$ cat src/rtl/gray_to_bin_serial_pkg.sv
// Shared types for the serial Gray-to-binary decoder.
package gray_to_bin_serial_pkg;

    // Decoder FSM: waiting for a word, resolving bits, presenting the result.
    typedef enum logic [1:0] {
        ST_IDLE = 2'd0,
        ST_CALC = 2'd1,
        ST_DONE = 2'd2
    } gray_dec_state_t;

endpackage

$ cat src/rtl/gray_to_bin_serial.sv
// Serial Gray-to-binary decoder. Accepts one Gray word, resolves it MSB-first
// one bit per cycle (bin[i] = bin[i+1] ^ g[i], with bin[MSB] = g[MSB]) and
// presents the binary word on an output handshake.
//
// Handshakes: a transfer happens on a rising clk_i edge where valid and ready
// are both high. The source keeps gray_i/in_valid_i stable until in_ready_o;
// bin_o/out_valid_o are held stable until out_ready_i.
module gray_to_bin_serial
    import gray_to_bin_serial_pkg::*;
#(
    parameter int VEC_W = 4
) (
    input  logic             clk_i,
    input  logic             rst_ni,
    input  logic [VEC_W-1:0] gray_i,
    input  logic             in_valid_i,
    output logic             in_ready_o,
    output logic [VEC_W-1:0] bin_o,
    output logic             out_valid_o,
    input  logic             out_ready_i,
    output logic [1:0]       state_o
);

    localparam int IDX_W = (VEC_W > 1) ? $clog2(VEC_W) : 1;
    localparam logic [IDX_W-1:0] IDX_TOP = IDX_W'(VEC_W - 1);

    gray_dec_state_t  state_q, state_d;
    logic [IDX_W-1:0] idx_q, idx_d;
    logic [VEC_W-1:0] gray_q, gray_d;
    logic [VEC_W-1:0] bin_q, bin_d;
    logic [VEC_W-1:0] bin_shr;

    // bin_shr[i] is the already-resolved bit above position i; the top
    // position sees a zero, so its result is simply the Gray bit.
    assign bin_shr = bin_q >> 1;

    // State, bit index and data registers.
    always_ff @(posedge clk_i or negedge rst_ni) begin
        if (!rst_ni) begin
            state_q <= ST_IDLE;
            idx_q   <= '0;
            gray_q  <= '0;
            bin_q   <= '0;
        end else begin
            state_q <= state_d;
            idx_q   <= idx_d;
            gray_q  <= gray_d;
            bin_q   <= bin_d;
        end
    end

    // Next-state, bit resolution and handshake decode.
    always_comb begin
        state_d     = state_q;
        idx_d       = idx_q;
        gray_d      = gray_q;
        bin_d       = bin_q;
        in_ready_o  = 1'b0;
        out_valid_o = 1'b0;
        case (state_q)
            ST_IDLE: begin
                in_ready_o = 1'b1;
                if (in_valid_i) begin
                    gray_d  = gray_i;
                    bin_d   = '0;
                    idx_d   = IDX_TOP;
                    state_d = ST_CALC;
                end
            end
            ST_CALC: begin
                for (int i = 0; i < VEC_W; i++) begin
                    if (idx_q == IDX_W'(i)) begin
                        bin_d[i] = bin_shr[i] ^ gray_q[i];
                    end
                end
                if (idx_q == '0) begin
                    state_d = ST_DONE;
                end else begin
                    idx_d = idx_q - 1'b1;
                end
            end
            ST_DONE: begin
                out_valid_o = 1'b1;
                // A new word may enter only in the cycle the result leaves.
                in_ready_o  = out_ready_i;
                if (out_ready_i) begin
                    if (in_valid_i) begin
                        gray_d  = gray_i;
                        bin_d   = '0;
                        idx_d   = IDX_TOP;
                        state_d = ST_CALC;
                    end else begin
                        state_d = ST_IDLE;
                    end
                end
            end
            default: begin
                state_d = ST_IDLE;
            end
        endcase
    end

    assign bin_o   = bin_q;
    assign state_o = state_q;

endmodule

$ cat config.mk
export PLATFORM = sky130hd
export DESIGN_NAME = gray_to_bin_serial
export DESIGN_NICKNAME = d
export VERILOG_FILES = /design/src/rtl/gray_to_bin_serial_pkg.sv /design/src/rtl/gray_to_bin_serial.sv
export SDC_FILE = /design/constraint.sdc
export NUM_CORES = 1
export LEC_CHECK = 0
export BUFFER_PORTS_ARGS = -buffer_cell sky130_fd_sc_hd__buf_2
export CORE_AREA = 2 2 39 41
export CTS_CLUSTER_SIZE = 40
export DETAILED_ROUTE_END_ITERATION = 7
export DIE_AREA = 0 0 41 43
export PLACE_DENSITY = 0.68
export SLEW_MARGIN = 40
export SYNTH_ARGS = -nofsm -noshare
export SYNTH_HDL_FRONTEND = slang
export SYNTH_SLANG_ARGS = --single-unit
export TNS_END_PERCENT = 50
$ cat constraint.sdc
create_clock -name clk_i -period 1.6 [get_ports clk_i]
set_input_delay 0.08 -clock clk_i [delete_from_list [all_inputs] [get_ports clk_i]]
set_output_delay 0.08 -clock clk_i [all_outputs]
set_load 0.02 [all_outputs]
==> run_results.csv <==
group,metric,value,unit
run_status,status,"finished, final reports clean",
detailed_routing,drtIter0Drc,4,
floorplan,ios,16,
global_routing,track_usage,0.1471,
global_routing,antenna_found_initial,0,
clock_network,clkSinkCount,12,
logic_synthesis,synth-edff-count,0,
detailed_routing,postRouteAntennaNets,0,
worst_setup_path,cp_max_fo,8,
logic_synthesis,synth_compound_area_frac,0.1131,
logic_synthesis,synth_warnings,0,
hold_path,min_from,"gray_i[2]",
finish,drive_gt1_frac,0.4783,
logic_synthesis,synth_top_area_cell,"dfrtp_1",
logic_synthesis,ys_ff_latch,12,
worst_setup_path,crit_family,"flip-flops",
sta,setup_viol,0,
logic_synthesis,yosysMostFrequentCell,"dfrtp_1",
sta,finalCriticalPeriod,1.382,ns
floorplan,rows,14,
logic_synthesis,synth_top_family_by_area,"simple AND/OR/NAND/NOR gates",
global_routing,grt_pass1_vias,364,
power,pwr-share-clk,0.154,
floorplan,core,1384,µm²
floorplan,dieArea,1763,µm²
worst_setup_path,critPathKind,"reg -> out",
logic_synthesis,yosysSeqAreaShare,0.4848,
worst_setup_path,path_buf_inv,1,
sta,fin_tns_setup,0,ns
clock_network,cts_tree,"done",
worst_setup_path,r2r_start,"idx_q[0]",
global_routing,grt_pass1_wl,1614,µm
logic_synthesis,yosys.area_share.xor_xnor,0.04242,
worst_setup_path,max_stage_delay,0.50,ns
worst_setup_path,cp.arrival,1.30,ns
global_routing,grt_max_degree,13,
detailed_routing,drt-wirelength-per-cell,12.34,µm
floorplan,dieWidth,41,µm
detailed_routing,routed_wl,1049,µm
logic_synthesis,async_flop_share,1.000,
placed_design,gp_congestion,0.8052,
placed_design,numPortBuffers,15,
worst_setup_path,path_cells,"nand2b_2 > and2b_2 > buf_2",
sta,slew_viol_final,0,
hold_path,hold_path.class,"in -> reg",
worst_setup_path,cp.required,1.52,ns
power,power,1.541,mW
worst_setup_path,crit_start,"state_o[1]",
clock_network,cts_root_buf,"clkbuf_4",
logic_synthesis,synthesis.area,619.3,µm²
clock_network,ctsHtreeMaxLevel,1,
logic_synthesis,netlist_instances,49,
sta,hold_slack,0.03560,ns
power,p_switching,596.8,µW
finish,antenna_cells,0,
clock_network,cts_max_path_buffers,2,
power,seqPwrFrac,0.382,
global_routing,overflow,0,
detailed_routing,dr.pass1.iters,4,
power,intPower,943.7,µW
logic_synthesis,synth_fa_ha_area_frac,0.08081,
worst_setup_path,r2r_slack,0.30,ns
worst_setup_path,critPathSlowestCell,"dfrtp_1",
power,vdd_drop_max,0.0007582,V
logic_synthesis,synthSimpleGateAreaFrac,0.1939,
worst_setup_path,endpoint,"in_ready_o",
sta,finClkSkew,0.006006,ns
finish,fin_nets,82,
sta,fmax,723.5,MHz
power,combPwrFrac,0.464,
clock_network,cts.clk_slew.worst_paths,0.08,ns
placed_design,post-dp-hpwl,776.7,µm
worst_setup_path,rr_worst_depth,5,
logic_synthesis,synth_top_cells_by_area,"dfrtp_1 (48%), ha_1 (8.1%), mux2_2 (7.3%)",
detailed_routing,drc,0,
logic_synthesis,synthMuxAreaShare,0.07273,
detailed_routing,via_per_inst,5.082,
run,drv_cap,0,
logic_synthesis,synthesis.nets,61,
clock_network,cts_buffers,3,
finish,areaGrowthSynthToFinish,22.83,%
logic_synthesis,synth-main-ff-cell,"dfrtp_1",
logic_synthesis,synth.top_cells.by_count,"dfrtp_1 (12), ha_1 (4), mux2_2 (4)",
worst_setup_path,endpoint_kind,"output pin",
detailed_routing,num_vias,432,
power,power_per_cell_area,2025,nW/µm²
power,leakage,0.3726,nW
clock_network,clock_latency,0.27,ns
sta,tightest_slew,0.3118,ns
logic_synthesis,synth_cell_type_count,19,
worst_setup_path,critical_path_cell_count,3,
logic_synthesis,synth_area_per_cell,12.64,µm²
sta,relSlewSlack,0.7922,
floorplan,die_y,43,µm
sta,hold_viol_final,0,
worst_setup_path,worstSetupStartpointType,"register",
power,swShare,0.3874,
sta,grt_setup_unrepaired,"no",
logic_synthesis,netlist.area_leader.share,0.4848,
worst_setup_path,timing.rr.end,"idx_q[1]",
sta,finalCritPeriodShare,0.8639,
floorplan,start_util,0.4476,
cell usage in the layout, fill, tap and decap left out:
cell,count
nor2_1,3
and2b_2,2
clkbuf_4,3
nand2b_2,1
clkbuf_8,1
dlygate4sd3_1,1
mux2_2,4
nor2b_4,1
nor3b_4,1
a211oi_1,2
dfrtp_1,12
and3b_2,1
xnor2_1,3
ha_1,4
inv_1,2
a21oi_1,3
nand2b_1,1
buf_2,15
o21ai_0,1
nand3b_1,3
nand2_4,1
a31o_2,3
a22o_1,1
registers in the layout, summed over array words and instances (netlist names):
| signal | cells |
|---|---|
| gray_q | 4 |
| idx_q | 2 |
| state_o | 2 |
| bin_o | 4 |
through the flow:
step                      instances  worst slack (ns)    util  cell area (µm²)
after floorplan                  49            0.3341       -            619.3
after global placement           80            0.3161  0.5163            714.4
after detailed placement         80            0.3255  0.5163            714.4
after CTS                        85            0.2015  0.5497            760.7
after global routing             85            0.1372  0.5497            760.7
final                            85            0.2177  0.5497            760.7
what timing repair did:
action | CTS | global route
setup buffers | 0 | 0
endpoints found under the setup margin | 0 | 0
resized for setup | 0 | 0
hold buffers | 1 | 0
hold endpoints to repair | 12 | 0
kinds of logic (layout without fill, tap and decap cells):
family | Yosys count | after routing
AO/OA/AOI/OAI | 10 | 10
XOR/XNOR | 3 | 3
adder cells (fa/ha/maj) | 4 | 4
buffers and inverters | 2 | 22
flip-flops | 12 | 12
multiplexers | 4 | 4
AND/OR/NAND/NOR | 14 | 14
how the worst min path moves through the flow:
| stage | endpoint | slack, ns | cells past startpoint |
|---|---|---|---|
| after floorplan | bin_o[0] | -0.22 | 0 |
| after global placement | state_o[1] | -0.03 | 1 |
| after detailed placement | state_o[0] | -0.03 | 1 |
| after CTS | gray_q[0] | 0.03 | 2 |
| after global routing | gray_q[3] | 0.03 | 2 |
| final | gray_q[2] | 0.04 | 2 |
metal layers:
metal,track usage,wire [µm]
met2,0.1969,485
met5,0,0
met1,0.1837,473
met4,0.1200,13
met3,0.04712,76
power by group through the flow:
stage / clock network, mW / logic [mW] / registers, mW
floorplan: 0 / 0.473 / 0.649
global placement: 0 / 0.716 / 0.592
detailed placement: 0 / 0.714 / 0.597
CTS: 0.247 / 0.724 / 0.590
global route: 0.267 / 0.796 / 0.611
finish: 0.237 / 0.715 / 0.589
area by class of cell:
type,count,area (µm²)
fillers,129,623.1
multi-input cells,35,311.5
flip-flops and latches,12,300.3
repair buffers,16,85.08
clock buffers,4,36.28
well taps,16,20.02
inverters,2,7.507
worst register-to-register path, cell delays in order (launching register included):
cell	delay, ns
dfrtp_1	0.42
inv_1	0.08
ha_1	0.24
nor3b_4	0.26
a211oi_1	0.09
a21oi_1	0.13
Note: power is estimated with default switching activity, not from simulation.
